[config.mk]
export PLATFORM = sky130hd
export DESIGN_NAME = avmm_sdram_burst_reader_flat
export DESIGN_NICKNAME = d
export VERILOG_FILES = /design/src/rtl/avmm_sdram_burst_reader_if.sv /design/src/rtl/avmm_sdram_burst_reader.sv /design/src/flat_wrapper.sv
export SDC_FILE = /design/constraint.sdc
export NUM_CORES = 1
export LEC_CHECK = 0
export BUFFER_PORTS_ARGS = -buffer_cell sky130_fd_sc_hd__buf_2
export CAP_MARGIN = 25
export CORE_AREA = 2 2 135 137
export DETAILED_ROUTE_END_ITERATION = 8
export DIE_AREA = 0 0 137 139
export GPL_ROUTABILITY_DRIVEN = 0
export GPL_TIMING_DRIVEN = 0
export PLACE_DENSITY = 0.68
export SLEW_MARGIN = 20
export SYNTH_ARGS = -nofsm -noshare
export SYNTH_HDL_FRONTEND = slang
export SYNTH_SLANG_ARGS = --single-unit
[constraint.sdc]
create_clock -name clk -period 3.4 [get_ports clk]
set_input_delay 0.17 -clock clk [delete_from_list [all_inputs] [get_ports clk]]
set_output_delay 0.17 -clock clk [all_outputs]
set_load 0.05 [all_outputs]
[src/rtl/avmm_sdram_burst_reader_if.sv]
// Avalon-MM read-only bus bundle between a burst read master and an SDRAM port.
interface avmm_sdram_burst_reader_if #(
    parameter int SDRAM_DATA_W = 128,
    parameter int ADDR_W       = 32,
    parameter int BURST_W      = 8
);
    logic [SDRAM_DATA_W-1:0] readdata;
    logic                    readdatavalid;
    logic                    waitrequest;
    logic                    read;
    logic [ADDR_W-1:0]       address;
    logic [BURST_W-1:0]      burstcount;

    modport master (
        input  readdata, readdatavalid, waitrequest,
        output read, address, burstcount
    );

    modport slave (
        output readdata, readdatavalid, waitrequest,
        input  read, address, burstcount
    );
endinterface

[src/rtl/avmm_sdram_burst_reader.sv]
// Avalon-MM burst read master: fetches read_cnt beats, one burst outstanding at a time.
// Optional macro AVMM_RD_REG_OUT_EN registers read_data/read_valid (1-cycle latency).
module avmm_sdram_burst_reader #(
    parameter int SDRAM_DATA_W = 128,
    parameter int ADDR_W       = 32,
    parameter int BURST_W      = 8,
    parameter int MAX_BURST    = 64
) (
    input  logic                    clk,
    input  logic                    rst_n,
    avmm_sdram_burst_reader_if.master avm,
    input  logic                    read_start,
    input  logic [31:0]             read_addr,
    input  logic [10:0]             read_cnt,
    output logic                    read_valid,
    output logic [SDRAM_DATA_W-1:0] read_data,
    output logic                    read_done
);
    localparam int BYTES = SDRAM_DATA_W / 8;
    localparam int OFF_W = $clog2(BYTES);

    localparam logic [1:0] IDLE = 2'd0;
    localparam logic [1:0] REQ  = 2'd1;
    localparam logic [1:0] DATA = 2'd2;
    localparam logic [1:0] DONE = 2'd3;

    logic [1:0]         state;
    logic [ADDR_W-1:0]  cur_addr;
    logic [10:0]        remaining;
    logic [BURST_W-1:0] beats_left;
    logic               zero_done;

    logic [31:0]        aligned_addr;
    logic [ADDR_W-1:0]  start_addr;
    logic [ADDR_W-1:0]  next_addr;
    logic [10:0]        rem_next;
    logic               beat;

    function automatic logic [BURST_W-1:0] clamp_burst(input logic [10:0] r);
        if (int'(r) >= MAX_BURST)
            return BURST_W'(MAX_BURST);
        else
            return BURST_W'(r);
    endfunction

    assign aligned_addr = read_addr & ~32'(BYTES - 1);
    assign start_addr   = ADDR_W'(aligned_addr);
    assign next_addr    = cur_addr + (ADDR_W'(avm.burstcount) << OFF_W);
    assign rem_next     = remaining - 11'd1;
    assign beat         = avm.readdatavalid && (state == DATA);

    // Command outputs are registered; address/burstcount stay put while stalled in REQ.
    always_ff @(posedge clk or negedge rst_n) begin
        if (!rst_n) begin
            state          <= IDLE;
            cur_addr       <= '0;
            remaining      <= '0;
            beats_left     <= '0;
            zero_done      <= 1'b0;
            avm.read       <= 1'b0;
            avm.address    <= '0;
            avm.burstcount <= '0;
        end else begin
            zero_done <= 1'b0;
            case (state)
                IDLE: begin
                    if (read_start) begin
                        if (read_cnt != 11'd0) begin
                            cur_addr       <= start_addr;
                            remaining      <= read_cnt;
                            avm.read       <= 1'b1;
                            avm.address    <= start_addr;
                            avm.burstcount <= clamp_burst(read_cnt);
                            state          <= REQ;
                        end else begin
                            zero_done <= 1'b1;
                        end
                    end
                end
                REQ: begin
                    if (!avm.waitrequest) begin
                        avm.read   <= 1'b0;
                        beats_left <= avm.burstcount;
                        state      <= DATA;
                    end
                end
                DATA: begin
                    if (avm.readdatavalid) begin
                        remaining  <= rem_next;
                        beats_left <= beats_left - BURST_W'(1);
                        if (beats_left == BURST_W'(1)) begin
                            cur_addr <= next_addr;
                            if (rem_next != 11'd0) begin
                                avm.read       <= 1'b1;
                                avm.address    <= next_addr;
                                avm.burstcount <= clamp_burst(rem_next);
                                state          <= REQ;
                            end else begin
                                state <= DONE;
                            end
                        end
                    end
                end
                DONE:    state <= IDLE;
                default: state <= IDLE;
            endcase
        end
    end

`ifdef AVMM_RD_REG_OUT_EN
    logic done_dly;

    // The done pulse is delayed one cycle so it trails the registered final beat.
    always_ff @(posedge clk or negedge rst_n) begin
        if (!rst_n) begin
            read_valid <= 1'b0;
            read_data  <= '0;
            done_dly   <= 1'b0;
        end else begin
            read_valid <= beat;
            read_data  <= avm.readdata;
            done_dly   <= (state == DONE);
        end
    end

    assign read_done = done_dly | zero_done;
`else
    assign read_valid = beat;
    assign read_data  = avm.readdata;
    assign read_done  = (state == DONE) | zero_done;
`endif
endmodule

[src/flat_wrapper.sv]
// flat-port wrapper written by rule: the top's interface ports become plain ports
module avmm_sdram_burst_reader_flat 
#(
    parameter int SDRAM_DATA_W = 128,
    parameter int ADDR_W       = 32,
    parameter int BURST_W      = 8,
    parameter int MAX_BURST    = 64
)
  (clk, rst_n, read_start, read_addr, read_cnt, read_valid, read_data, read_done, avm_readdata, avm_readdatavalid, avm_waitrequest, avm_read, avm_address, avm_burstcount);
  avmm_sdram_burst_reader_if #(.SDRAM_DATA_W(SDRAM_DATA_W), .ADDR_W(ADDR_W), .BURST_W(BURST_W)) avm_i ();
  input  logic clk;
  input  logic rst_n;
  input  logic read_start;
  input  logic [31:0] read_addr;
  input  logic [10:0] read_cnt;
  output logic read_valid;
  output logic [SDRAM_DATA_W-1:0] read_data;
  output logic read_done;
  input wire logic [$bits(avm_i.readdata)-1:0] avm_readdata;
  input wire logic [$bits(avm_i.readdatavalid)-1:0] avm_readdatavalid;
  input wire logic [$bits(avm_i.waitrequest)-1:0] avm_waitrequest;
  output wire logic [$bits(avm_i.read)-1:0] avm_read;
  output wire logic [$bits(avm_i.address)-1:0] avm_address;
  output wire logic [$bits(avm_i.burstcount)-1:0] avm_burstcount;
  assign avm_i.readdata = avm_readdata;
  assign avm_i.readdatavalid = avm_readdatavalid;
  assign avm_i.waitrequest = avm_waitrequest;
  assign avm_read = avm_i.read;
  assign avm_address = avm_i.address;
  assign avm_burstcount = avm_i.burstcount;
  avmm_sdram_burst_reader #(.SDRAM_DATA_W(SDRAM_DATA_W), .ADDR_W(ADDR_W), .BURST_W(BURST_W), .MAX_BURST(MAX_BURST)) u_core (.clk(clk), .rst_n(rst_n), .avm(avm_i), .read_start(read_start), .read_addr(read_addr), .read_cnt(read_cnt), .read_valid(read_valid), .read_data(read_data), .read_done(read_done));
endmodule
### After elaboration in Yosys (flattened, before gate mapping)

Index checks and enable logic that the tools add are counted.

* bits in registers: 95
* logic and storage cells: 78

* order comparisons: 2
* add/subtract/negate cells: 3
* bitwise logic cells: 1
* multiplexer cells: 41
* eq/ne operators: 10
* reduce and logical (&&, ||, !) cells: 13

Operators by type and width (number)
* $mux 32: 7
* $pmux 32 s2: 2
* $mux 8: 9
* $mux 11: 3
* $add 32x12->32: 1
* $pmux 8 s2: 2
* $ge 11x7->1 const B: 2
* $pmux 11 s2: 1
* $reduce_bool 11->1: 2
* $mux 2: 6
* $sub 11x1->11 const B: 1
* $ne 2x2->1 const B: 5
* $reduce_and 5->1: 2
* $mux 1: 9
* $eq 8x1->1 const B: 1
* $pmux 2 s4: 1
* $sub 8x1->8 const B: 1
* $reduce_and 7->1: 1
* $reduce_and 6->1: 1
* $eq 2x2->1 const B: 2
* $reduce_and 4->1: 1
* $reduce_bool 2->1: 2
* $pmux 1 s3: 1
* $reduce_and 3->1: 1
* other kinds (6): 6

### Longest topological paths before layout

* depth in word-level cells: 7
* gate-level depth with buffers: 11
* mapped depth without buffers: 8

### Worst setup path before layout

OpenSTA, ideal clock, no wires.

* path kind: register -> register
* start point: register u_core.avm.burstcount[6]
* end point: register u_core.avm.address[15]
* clock period less this slack: 2722 ps
* cell stages (with the launch flop): 9
* arrival: 2597 ps
* buffers on the path: 1
* required time: 3275 ps
* path slack: 678 ps
* cells stage by stage: dfrtp_1 -> ha_1 -> clkbuf_1 -> nand3_1 -> nor3_1 -> o21ai_1 -> xor2_1 -> a21oi_1 -> mux2_4

* word-level cells in the longest chain between the ends: 5

RTL lines
* start, declared: line avmm_sdram_burst_reader_if.sv:16 `output read, address, burstcount`
* start signal, assigned: line avmm_sdram_burst_reader.sv:73 `avm.burstcount <= clamp_burst(read_cnt);`
* start signal, assigned: line avmm_sdram_burst_reader.sv:96 `avm.burstcount <= clamp_burst(rem_next);`
* $add 32x12->32: line avmm_sdram_burst_reader.sv:48 `assign next_addr = cur_addr + (ADDR_W'(avm.burstcount) << OFF_W);`
* $mux 32: line avmm_sdram_burst_reader.sv:93 `if (rem_next != 11'd0) begin`
* $mux 32: line avmm_sdram_burst_reader.sv:91 `if (beats_left == BURST_W'(1)) begin`
* $mux 32: line avmm_sdram_burst_reader.sv:88 `if (avm.readdatavalid) begin`
* $pmux 32 s2: line avmm_sdram_burst_reader.sv:65 `case (state)`
* end signal, assigned: line avmm_sdram_burst_reader.sv:72 `avm.address <= start_addr;`
* end signal, assigned: line avmm_sdram_burst_reader.sv:95 `avm.address <= next_addr;`
* end, declared: line avmm_sdram_burst_reader_if.sv:16

No other way between the ends. The select of a mux whose other input is x is not followed.
A chain may end at the register's enable or synchronous reset.

### Worst setup path in the final report

* start point: register u_core.remaining[0]
* end point: register u_core.avm.address[19]

* word-level cells in the longest chain between the ends: 4

RTL lines
* start, declared: line avmm_sdram_burst_reader.sv:29 `logic [10:0] remaining;`
* start signal, assigned: line avmm_sdram_burst_reader.sv:70 `remaining <= read_cnt;`
* start signal, assigned: line avmm_sdram_burst_reader.sv:89 `remaining <= rem_next;`
* $sub 11x1->11: line avmm_sdram_burst_reader.sv:49 `assign rem_next = remaining - 11'd1;`
* $reduce_bool 11->1: line avmm_sdram_burst_reader.sv:93
* $ne 2x2->1 (no line)
* $reduce_and 6->1 (no line)

No other way between the ends.

==> summary by stage <==
Global routing
The via count of the first global-routing pass is 5602. The maximum number of pins on one net before global-route repair is 56. The global-route wire length before repair is 29.4 mm. Across every metal layer, demand over resource in global routing totals 0.197. The global route total overflow is 0. The number of antenna violations at the first check in global routing is 0.

Place
The number of I/O port buffers is 214. The number of placed cells counting well taps is 1171. The detailed placement HPWL is 14.7 mm. The placement-stage worst setup slack is 348 ps. Summing all placed instances gives a cell area of 7890 sq um.

Clocking
The number of clock sinks is 95. The clock tree root buffer cell is sky130_fd_sc_hd__clkbuf_16. The maximum number of buffers from clock root to sink is 2. The clock insertion delay at the later pin of the skew report is 350 ps. The number of H-tree levels is 3. The number of clock buffers added by TritonCTS is 9. The CTS clock-pin slew for the worst setup and hold paths is 60 ps.

TritonCTS built the clock tree. The count of buffers added by post-CTS timing repair for setup is 0.

Worst setup path
The largest driver fanout on the critical path is 10. The arrival time of data at the critical path endpoint is 3140 ps. The worst setup path is launched from a flip-flop. The critical path in this run is classified as flip-flop to flip-flop. STA classifies the critical path endpoint as a flip-flop. The critical path required time is 3640 ps.

Timing
The timing-limited maximum frequency is 344 MHz. The final setup skew is 6.94 ps. Measured against its own limit, the worst slew margin works out to 0.369. Counting I/O delays and the setup requirement, the final critical path takes 2910 ps. Dividing the final minimum period by the clock period gives 0.855. The slew at the pin closest to its max-slew limit is 945 ps.

Setup violations remaining at the end of the flow were counted as 0. The number of endpoints with negative hold slack in the final report is 0. The smallest setup slack after layout is 493 ps. Setup repair after global routing left no endpoint under its margin. The setup TNS after final layout is 0 ps. The number of slew-limit violations in the final report is 0.

Cells and area
Once layout is complete, the cells apart from fillers number 1186. The post-route cell area is 8170 sq um. In the final layout, the multi-input gates occupy 2970 sq um. The final layout contains 1144 nets. The final antenna diode count is 0. The synthesis-to-layout area growth is 25.8%. The final-layout fill cell count is 1741. Of the cells placed in the final design, the portion with a size suffix greater than 1 is 0.424. Registers take 2380 sq um. For this run, the share of the core covered by cells in the final layout is 0.463.

Floorplan
Row generation in the floorplan step produced 49 rows. For this configuration, the core starts out at a cell density of 0.368. The die covers 19000 sq um. The core region is 17700 sq um. The die is 137 microns wide. The number of I/O pins is 347. The die outline height is 139 microns.

Run status
The run finished with clean final reports.

Logic synthesis
In the synthesized netlist the dominant register cell turns out to be sky130_fd_sc_hd__dfrtp_1. After technology mapping, the gate count stands at 727. Of the post-synthesis cell area, the dominant cell type holds 0.366.

The cell type with the highest aggregate area in the netlist is sky130_fd_sc_hd__dfrtp_1. Sorting the synthesized cells by area gives the leading types as sky130_fd_sc_hd__dfrtp_1, sky130_fd_sc_hd__buf_4, sky130_fd_sc_hd__nand2_1. Counting instances in the post-synthesis netlist gives the leading cell types as sky130_fd_sc_hd__buf_4, sky130_fd_sc_hd__dfrtp_1, sky130_fd_sc_hd__nand2_1. After synthesis the netlist holds a flip-flop and latch count of 95. The most frequent cell after synthesis is sky130_fd_sc_hd__buf_4. For this run, the number of Yosys warnings is 0. Counting every net in the synthesized netlist gives 916. The sequential share of the synthesized area is 0.366. The mapped cell area is 6490 sq um. The synthesized area divided by synthesized cell count is 8.93 sq um. Counting flops with a built-in enable in the synthesized netlist gives 0. The unique cell type count in the Yosys netlist is 64. Counting flops with an async set or reset pin after synthesis yields a share of 1.00.

Power and ir drop
The total power per unit cell area is 906 nW/um^2. Across the VDD grid, the largest voltage drop is 0.000521 V. For this design the static power due to leakage is 4.00 nW.

Worst hold path
The min-delay analysis places its worst path in the category input pin to flip-flop.

Routing
The detail route stage leaves a number of antenna-violating nets equal to 0. The sum of met2 wire segment lengths after detailed routing is 9.34 mm. The remaining routing DRC violations is 0. The routed length on met3 is 1.58 mm. The total via count after detailed routing is 6078. The detailed-routing wirelength on met1 is 7.75 mm. The highest layer used for signal routing is met4. The routed wire length is 19.1 mm. The number of detailed-route iterations in the first pass is 5. Using the TritonRoute via totals, the vias-per-cell ratio works out to 5.12. The first routing iteration left 438 violations.

The mean routed wirelength per cell is 16.1 microns.

Flow run
The tool flagged a number of max-cap violations equal to 0.
==> layer usage <==
layer  vias to the layer above  GRT usage
li1                       2892          -
met1                      2862      0.260
met2                       299      0.320
met3                        25     0.0365
met4                         0     0.0738
met5                         -          0
==> timing repair <==
item / CTS / global route
setup endpoints to repair: 0 / 0
gates resized for setup: 0 / 0
hold endpoints to repair: 40 / 0
hold buffers: 1 / 0
==> power by group <==
part | leakage [nW] | internal (mW) | total, mW | switching [mW]
Sequential | 1.17 | 1.62 | 2.07 | 0.453
Combinational | 2.71 | 1.52 | 4.35 | 2.83
Clock | 0.131 | 0.558 | 0.982 | 0.425
Total | 4.00 | 3.70 | 7.40 | 3.71
==> critical path, cell delays in order, from the launching register on <==
cell	delay [ps]
sky130_fd_sc_hd__dfrtp_1	340
sky130_fd_sc_hd__buf_2	190
sky130_fd_sc_hd__inv_1	70
sky130_fd_sc_hd__ha_1	280
sky130_fd_sc_hd__o21bai_1	220
sky130_fd_sc_hd__a311oi_1	290
sky130_fd_sc_hd__nor3_1	140
sky130_fd_sc_hd__nor4_4	520
sky130_fd_sc_hd__nor2_2	80
sky130_fd_sc_hd__buf_6	170
sky130_fd_sc_hd__buf_6	170
sky130_fd_sc_hd__mux2_4	310
==> registers in the layout, summed over array words and instances (netlist names) <==
name                   count
u_core.avm.address        32
u_core.cur_addr           32
u_core.remaining          11
u_core.avm.burstcount      8
u_core.beats_left          8
u_core.state               2
u_core.avm.read            1
u_core.zero_done           1
==> logic make-up after synthesis <==
logic type	synth area share
buffers and inverters	0.177
XOR/XNOR	0.0378
flip-flops	0.366
AO/OA/AOI/OAI	0.178
multiplexers	0.0645
AND/OR/NAND/NOR	0.151
adder cells (fa/ha/maj)	0.0262
==> final timing paths <==
kind / cells past startpoint / endpoint / start / slack [ps]
min in group asynchronous: 2 / u_core.avm.address[20] / rst_n / 290
max reg2reg: 11 / u_core.avm.address[19] / u_core.remaining[0] / 490
min: 3 / u_core.cur_addr[8] / read_addr[8] / 110
max: 11 / u_core.avm.address[19] / u_core.remaining[0] / 490
min reg2reg: 1 / u_core.cur_addr[0] / u_core.cur_addr[0] / 480
max in group asynchronous: 3 / u_core.cur_addr[4] / rst_n / 2490
==> cell usage in the layout, fill, tap and decap left out, drive strengths merged, types with 3 or more instances in the layout <==
master   instances
a32o             5
nand3           12
a211oi           4
a22o             8
xor2            17
nor3            11
a31oi            6
dfrtp           95
and2             7
clkbuf          35
buf            353
nor3b            5
a21o             5
a31o             3
ha              12
a41oi            5
nand2           73
o21ai           53
nor4             6
o22a             7
nand4            6
or2              4
mux2            33
a21oi           50
o22ai            7
o2111ai          5
and3             6
xnor2           11
inv             11
nor2            57
nand4b           3
or3              3
o211ai           7
o21a             3
==> per-stage QoR <==
stage	hold WS [ps]	total power, mW
after detailed placement	116	6.42
after global routing	112	7.92
after CTS	91.5	7.42
after floorplan	-126	5.31
final	106	7.40
after global placement	456	6.33
==> layout make-up <==
class,count,area share
clock inverters,2,0.00429
multi-input cells,460,0.363
well taps,229,0.0351
plain buffers,161,0.136
repair buffers,217,0.137
clock buffers,11,0.0285
flip-flops and latches,95,0.291
inverters,11,0.00505
No activity file was read; power rests on OpenSTA's default activity.
